**src/rtl/alu_ctrl_pkg.sv**
```systemverilog
// alu_ctrl_pkg
//   Shared definitions for the ALU controller and the sequential execute
//   stage: 4-bit ALU control codes, execute FSM state encoding, datapath
//   width and the combinational op-result record.
package alu_ctrl_pkg;

   localparam int DATA_WIDTH = 32;

   localparam logic [3:0] ALU_AND  = 4'd0;
   localparam logic [3:0] ALU_OR   = 4'd1;
   localparam logic [3:0] ALU_ADD  = 4'd2;
   localparam logic [3:0] ALU_SUB  = 4'd3;
   localparam logic [3:0] ALU_SLT  = 4'd4;
   localparam logic [3:0] ALU_SLL  = 4'd5;
   localparam logic [3:0] ALU_SLLV = 4'd6;
   localparam logic [3:0] ALU_BEQ  = 4'd7;
   localparam logic [3:0] ALU_LUI  = 4'd8;
   localparam logic [3:0] ALU_ORI  = 4'd9;
   localparam logic [3:0] ALU_BNE  = 4'd10;
   localparam logic [3:0] ALU_NOP  = 4'd11;

   typedef enum logic [1:0] {
      ST_IDLE  = 2'd0,
      ST_SHIFT = 2'd1,
      ST_DONE  = 2'd2
   } state_t;

   typedef struct packed {
      logic [DATA_WIDTH-1:0] result;
      logic                  branch;
      logic                  ovf;
   } alu_out_t;

   function automatic logic is_shift(input logic [3:0] ctrl);
      return (ctrl == ALU_SLL) || (ctrl == ALU_SLLV);
   endfunction

endpackage

```
**src/rtl/alu_serial_shifter.sv**
```systemverilog
// alu_serial_shifter
//   One-bit-per-cycle left shifter used for SLL/SLLV.
//   clk, rst      : clock, asynchronous active-high reset (counter only)
//   load          : load data into the shift register and amount into counter
//   shift         : shift register <<= 1, counter -= 1
//   data, amount  : load values
//   q             : current shift register contents
//   last          : counter == 1, i.e. the current shift is the final one
module alu_serial_shifter
   import alu_ctrl_pkg::*;
(
   input  logic                  clk,
   input  logic                  rst,
   input  logic                  load,
   input  logic                  shift,
   input  logic [DATA_WIDTH-1:0] data,
   input  logic [4:0]            amount,
   output logic [DATA_WIDTH-1:0] q,
   output logic                  last
);

   logic [4:0] count;

   // Data register carries no reset; it is always loaded before use.
   always_ff @(posedge clk) begin
      if (load) begin
         q <= data;
      end else if (shift) begin
         q <= q << 1;
      end
   end

   always_ff @(posedge clk or posedge rst) begin
      if (rst) begin
         count <= 5'd0;
      end else if (load) begin
         count <= amount;
      end else if (shift && (count != 5'd0)) begin
         count <= count - 5'd1;
      end
   end

   assign last = (count == 5'd1);

endmodule

```
**src/rtl/alu_seq_exec.sv**
```systemverilog
// alu_seq_exec
//   Sequential execute stage behind the ALU controller. Accepts a control
//   code and operands on a start/done handshake; one-cycle ops complete
//   immediately, SLL/SLLV go through a serial shifter.
//   clk_i, rst_i     : clock, asynchronous active-high reset
//   start_i          : request, sampled only in IDLE
//   ctrl_i           : 4-bit ALU control code
//   src1_i, src2_i   : operands (rs, rt/immediate)
//   shamt_i          : instruction shift amount
//   busy_o           : high in SHIFT and DONE
//   done_o           : one-cycle pulse, result valid
//   result_o         : registered result, held until next completion
//   zero_o           : result_o == 0
//   branch_o         : branch taken (BEQ/BNE)
//   ovf_o            : signed overflow for ADD/SUB
module alu_seq_exec
   import alu_ctrl_pkg::*;
#(
   parameter int WIDTH = 32
) (
   input  logic             clk_i,
   input  logic             rst_i,
   input  logic             start_i,
   input  logic [3:0]       ctrl_i,
   input  logic [WIDTH-1:0] src1_i,
   input  logic [WIDTH-1:0] src2_i,
   input  logic [4:0]       shamt_i,
   output logic             busy_o,
   output logic             done_o,
   output logic [WIDTH-1:0] result_o,
   output logic             zero_o,
   output logic             branch_o,
   output logic             ovf_o
);

   state_t                state;
   state_t                state_nxt;
   logic [4:0]            amount;
   logic                  go_shift;
   logic                  sh_load;
   logic                  sh_step;
   logic [DATA_WIDTH-1:0] sh_q;
   logic                  sh_last;
   logic                  upd;
   alu_out_t              nxt;

   function automatic alu_out_t alu_op(input logic [3:0]            ctrl,
                                       input logic [DATA_WIDTH-1:0] a,
                                       input logic [DATA_WIDTH-1:0] b);
      alu_out_t                     o;
      logic signed [DATA_WIDTH-1:0] sa;
      logic signed [DATA_WIDTH-1:0] sb;
      logic [DATA_WIDTH-1:0]        sum;
      logic [DATA_WIDTH-1:0]        diff;
      sa   = a;
      sb   = b;
      sum  = a + b;
      diff = a - b;
      o    = '0;
      case (ctrl)
         ALU_AND:  o.result = a & b;
         ALU_OR:   o.result = a | b;
         ALU_ADD: begin
            o.result = sum;
            o.ovf    = (a[DATA_WIDTH-1] == b[DATA_WIDTH-1]) &&
                       (sum[DATA_WIDTH-1] != a[DATA_WIDTH-1]);
         end
         ALU_SUB: begin
            o.result = diff;
            o.ovf    = (a[DATA_WIDTH-1] != b[DATA_WIDTH-1]) &&
                       (diff[DATA_WIDTH-1] != a[DATA_WIDTH-1]);
         end
         ALU_SLT:  o.result = {{(DATA_WIDTH-1){1'b0}}, (sa < sb)};
         // Shifts only reach this mux with an amount of zero.
         ALU_SLL,
         ALU_SLLV: o.result = b;
         ALU_BEQ: begin
            o.result = diff;
            o.branch = (a == b);
         end
         ALU_LUI:  o.result = {b[15:0], 16'h0000};
         ALU_ORI:  o.result = a | {16'h0000, b[15:0]};
         ALU_BNE: begin
            o.result = diff;
            o.branch = (a != b);
         end
         default:  o = '0;
      endcase
      return o;
   endfunction

   assign amount   = (ctrl_i == ALU_SLLV) ? src1_i[4:0] : shamt_i;
   assign go_shift = is_shift(ctrl_i) && (amount != 5'd0);

   alu_serial_shifter u_shifter (
      .clk    (clk_i),
      .rst    (rst_i),
      .load   (sh_load),
      .shift  (sh_step),
      .data   (src2_i),
      .amount (amount),
      .q      (sh_q),
      .last   (sh_last)
   );

   always_ff @(posedge clk_i or posedge rst_i) begin
      if (rst_i) begin
         state <= ST_IDLE;
      end else begin
         state <= state_nxt;
      end
   end

   always_comb begin
      state_nxt = state;
      sh_load   = 1'b0;
      sh_step   = 1'b0;
      upd       = 1'b0;
      nxt       = alu_op(ctrl_i, src1_i, src2_i);
      case (state)
         ST_IDLE: begin
            if (start_i) begin
               if (go_shift) begin
                  sh_load   = 1'b1;
                  state_nxt = ST_SHIFT;
               end else begin
                  upd       = 1'b1;
                  state_nxt = ST_DONE;
               end
            end
         end
         ST_SHIFT: begin
            sh_step = 1'b1;
            // The final shift is folded into the result register.
            if (sh_last) begin
               upd        = 1'b1;
               nxt        = '0;
               nxt.result = sh_q << 1;
               state_nxt  = ST_DONE;
            end
         end
         ST_DONE: state_nxt = ST_IDLE;
         default: state_nxt = ST_IDLE;
      endcase
   end

   always_ff @(posedge clk_i or posedge rst_i) begin
      if (rst_i) begin
         result_o <= '0;
         zero_o   <= 1'b0;
         branch_o <= 1'b0;
         ovf_o    <= 1'b0;
      end else if (upd) begin
         result_o <= nxt.result;
         zero_o   <= (nxt.result == '0);
         branch_o <= nxt.branch;
         ovf_o    <= nxt.ovf;
      end
   end

   assign busy_o = (state == ST_SHIFT) || (state == ST_DONE);
   assign done_o = (state == ST_DONE);

endmodule
```
**config.mk**
```make
export PLATFORM = sky130hd
export DESIGN_NAME = alu_seq_exec
export DESIGN_NICKNAME = d
export VERILOG_FILES = /design/src/rtl/alu_ctrl_pkg.sv /design/src/rtl/alu_serial_shifter.sv /design/src/rtl/alu_seq_exec.sv
export SDC_FILE = /design/constraint.sdc
export NUM_CORES = 1
export LEC_CHECK = 0
export BUFFER_PORTS_ARGS = -buffer_cell sky130_fd_sc_hd__buf_2
export CORE_ASPECT_RATIO = 1.2
export CORE_UTILIZATION = 50
export DETAILED_ROUTE_END_ITERATION = 12
export PLACE_DENSITY = 0.7
export SYNTH_ARGS = -nofsm -noshare
export SYNTH_HDL_FRONTEND = slang
export SYNTH_HIERARCHICAL = 1
export SYNTH_SLANG_ARGS = --single-unit
```
**constraint.sdc**
```tcl
create_clock -name clk_i -period 9.3 [get_ports clk_i]
set_input_delay 1.395 -clock clk_i [delete_from_list [all_inputs] [get_ports clk_i]]
set_output_delay 1.395 -clock clk_i [all_outputs]
set_load 0.05 [all_outputs]
```
==> impl_metrics.csv <==
group,metric,value,unit
run_status,status,"complete, no violations",
placed_design,post-dp-hpwl,32.65,mm
worst_setup_path,cp-start-kind,"input port",
global_route,grt_pass1_vias,10370,
clock_tree,postCtsHoldBufs,0,
hold_path,timing.hold.worst.class,"flip-flop to flip-flop",
routing,dr.first_iter.drc_count,1279,
sta,rsz0062_at_grt,"no",
pwr,leakage_power,4.747,nW
finish,areaGrowthSynthToFinish,10.30,%
clock_tree,clockBufferDepth,2,
worst_setup_path,crit_path_cell_trace,"buf_2 -> inv_1 -> ha_1 -> nor2b_1 -> o311ai_0 -> a31oi_1 -> nor3_1 -> o21ai_1 -> mux2_2 -> a211oi_1 -> nand4_1 -> nor3b_1 -> nand4_1 -> o41ai_2",
sta,setup_tns,0,ps
placed_design,placer_congestion,1.018,
worst_setup_path,critPathBufInv,2,
routing,route.detailed.vias_per_inst,6.834,
clock_tree,root_buffer,"clkbuf_16",
clock_tree,tritoncts,"yes",
worst_setup_path,timing.critical_path.required,9550,ps
clock_tree,cts-buffers-inserted,9,
floorplan,core_region_area,19060,µm²
clock_tree,cts-resized-gates,0,
floorplan,fp.dieArea,20240,µm²
sta,slew_headroom,7.559,%
clock_tree,cts_num_sinks,73,
job,cap_violations,0,
sta,clock-skew-final,8.454,ps
global_route,grt_usage,43.17,%
floorplan,die_y,155.6,µm
worst_setup_path,critical_path_peak_fanout,9,
finish,drive_gt1_share,17.51,%
finish,finalNonFillerCells,1587,
worst_setup_path,worst_path_most_repeated_cell,"nand4_1",
worst_setup_path,arrival,5850,ps
routing,route.detailed.drc,0,
routing,detail_route.first_pass.iterations,7,
sta,finalSetupViolCount,0,
finish,antennaDiodeCount,0,
synthesis,post_synth_instance_area,9836,µm²
global_route,grt_antenna_before_repair,0,
pwr,totalPowerFinal,1.857,mW
sta,report.final.hold_viol_count,0,
finish,fin_nets,1517,
sta,post-route-min-period,5596,ps
floorplan,num_ports,113,
synthesis,synthesis.area_per_instance,7.819,µm²
clock_tree,clk_pin_slew,60,ps
global_route,grt_max_degree,45,
global_route,grt_first_pass_wirelength,63.42,mm
placed_design,pre_cts_ws,3722,ps
global_route,grt.overflow.total,0,
pwr,irDropWorstVdd,0.1670,mV
clock_tree,cts_htree_levels,3,
routing,antenna_nets_post_route,0,
routing,via_total_after_detailed_routing,10850,
clock_tree,worst_skew_pair.late_latency,360,ps
placed_design,port_buffers,112,
floorplan,die_x,130.0,µm
placed_design,dp_cells,1571,
sta,max_slew.worst_pin.slew,1372,ps
synthesis,ys_warn_count,6,
clock_tree,cts.repair_timing.setup_buffer_count,0,
floorplan,initial_utilization,51.60,%
sta,final.setup.worst_slack,3704,ps
worst_setup_path,critical_path.top_delay_family,"simple AND/OR/NAND/NOR gates",
sta,min_period_over_period,60.17,%
worst_setup_path,worst-setup-path-type,"input port to flip-flop",
pwr,cellPowerDensity,171.2,nW/µm²
worst_setup_path,critical_path.max_stage_delay,930,ps
sta,final-max-slew-violation-count,0,
routing,post_drt_wl_per_cell,27.32,µm
synthesis,netlist_instances,1258,
synthesis,syn_nets,1449,
sta,clock.fmax,178.7,MHz
worst_setup_path,slowest_stage,"nor3_1",
worst_setup_path,worstSetupEndpointType,"flip-flop",
floorplan,floorplan.rows,55,
routing,detail_route.wirelength,43.36,mm
-- worst reg2reg max path, cell delays in order, from the launching register on --
cell and delay (ps):
dfrtp_1 390, inv_1 90, ha_1 150, nor4b_1 230, buf_4 190, and2_1 120, buf_4 500, a221o_1 210
buf_4 320, a31oi_1 110, nor3_1 200, o31ai_1 90, o21ai_0 1080, nand2_1 90, a2111oi_0 340, nand4_1 160
o41ai_2 220
-- cell usage in the layout (no fill, tap or decap), drive strengths merged, types with 21 or more instances in the layout --
| master | n |
|---|---|
| nand2 | 105 |
| nand3 | 32 |
| o21ai | 64 |
| ha | 113 |
| mux2 | 46 |
| nor3 | 39 |
| o31ai | 21 |
| dfrtp | 42 |
| nor2 | 105 |
| edfxtp | 31 |
| buf | 131 |
| nor4 | 22 |
| a21oi | 109 |
| inv | 108 |
-- path summary, 6_finish.rpt --
check	cells past startpoint	to	slack, ps	startpoint
max reg2reg	16	zero_o	4720	u_shifter/count[1]
min	2	result_o[16]	480	result_o[16]
max in group asynchronous	3	branch_o	7800	rst_i
min in group asynchronous	2	u_shifter/count[3]	940	rst_i
min reg2reg	2	result_o[16]	480	result_o[16]
max	14	zero_o	3700	src2_i[17]
-- per-stage QoR --
stage	hold WS, ps	utilization [%]	cell area, µm²
CTS	477.0	56.92	10850
detailed placement	464.6	55.43	10570
global placement	462.4	55.43	10570
floorplan	461.7	-	9836
finish	475.2	56.92	10850
global route	513.2	56.92	10850
-- power breakdown --
part | internal (mW) | switching [mW] | total (mW)
Combinational | 0.280 | 0.725 | 1.00
Sequential | 0.435 | 0.0642 | 0.499
Clock | 0.197 | 0.156 | 0.353
Total | 0.912 | 0.945 | 1.86
-- metal layers --
layer  global-route usage, %  vias up  routed length (µm)
met4                   35.33        0                4119
met3                   9.465      217                4231
met5                       0        -                   0
met1                   49.00     5106               15340
li1                        -     4820                   -
met2                   69.02      702               19670
-- sequential cells by signal, indices dropped and copies added (netlist names) --
register and cells:
branch_o 1, ovf_o 1, result_o 32, state 2, u_shifter/count 5, u_shifter/q 31
zero_o 1
-- cell type report --
type / count / area [µm²]
repair buffers: 131 / 703.2
clock buffers: 12 / 257.7
fillers: 1870 / 8213
flip-flops and latches: 73 / 1982
well taps: 256 / 320.3
inverters: 108 / 405.4
multi-input cells: 1003 / 7154
clock inverters: 4 / 26.28
No activity file was read; power rests on OpenSTA's default activity.
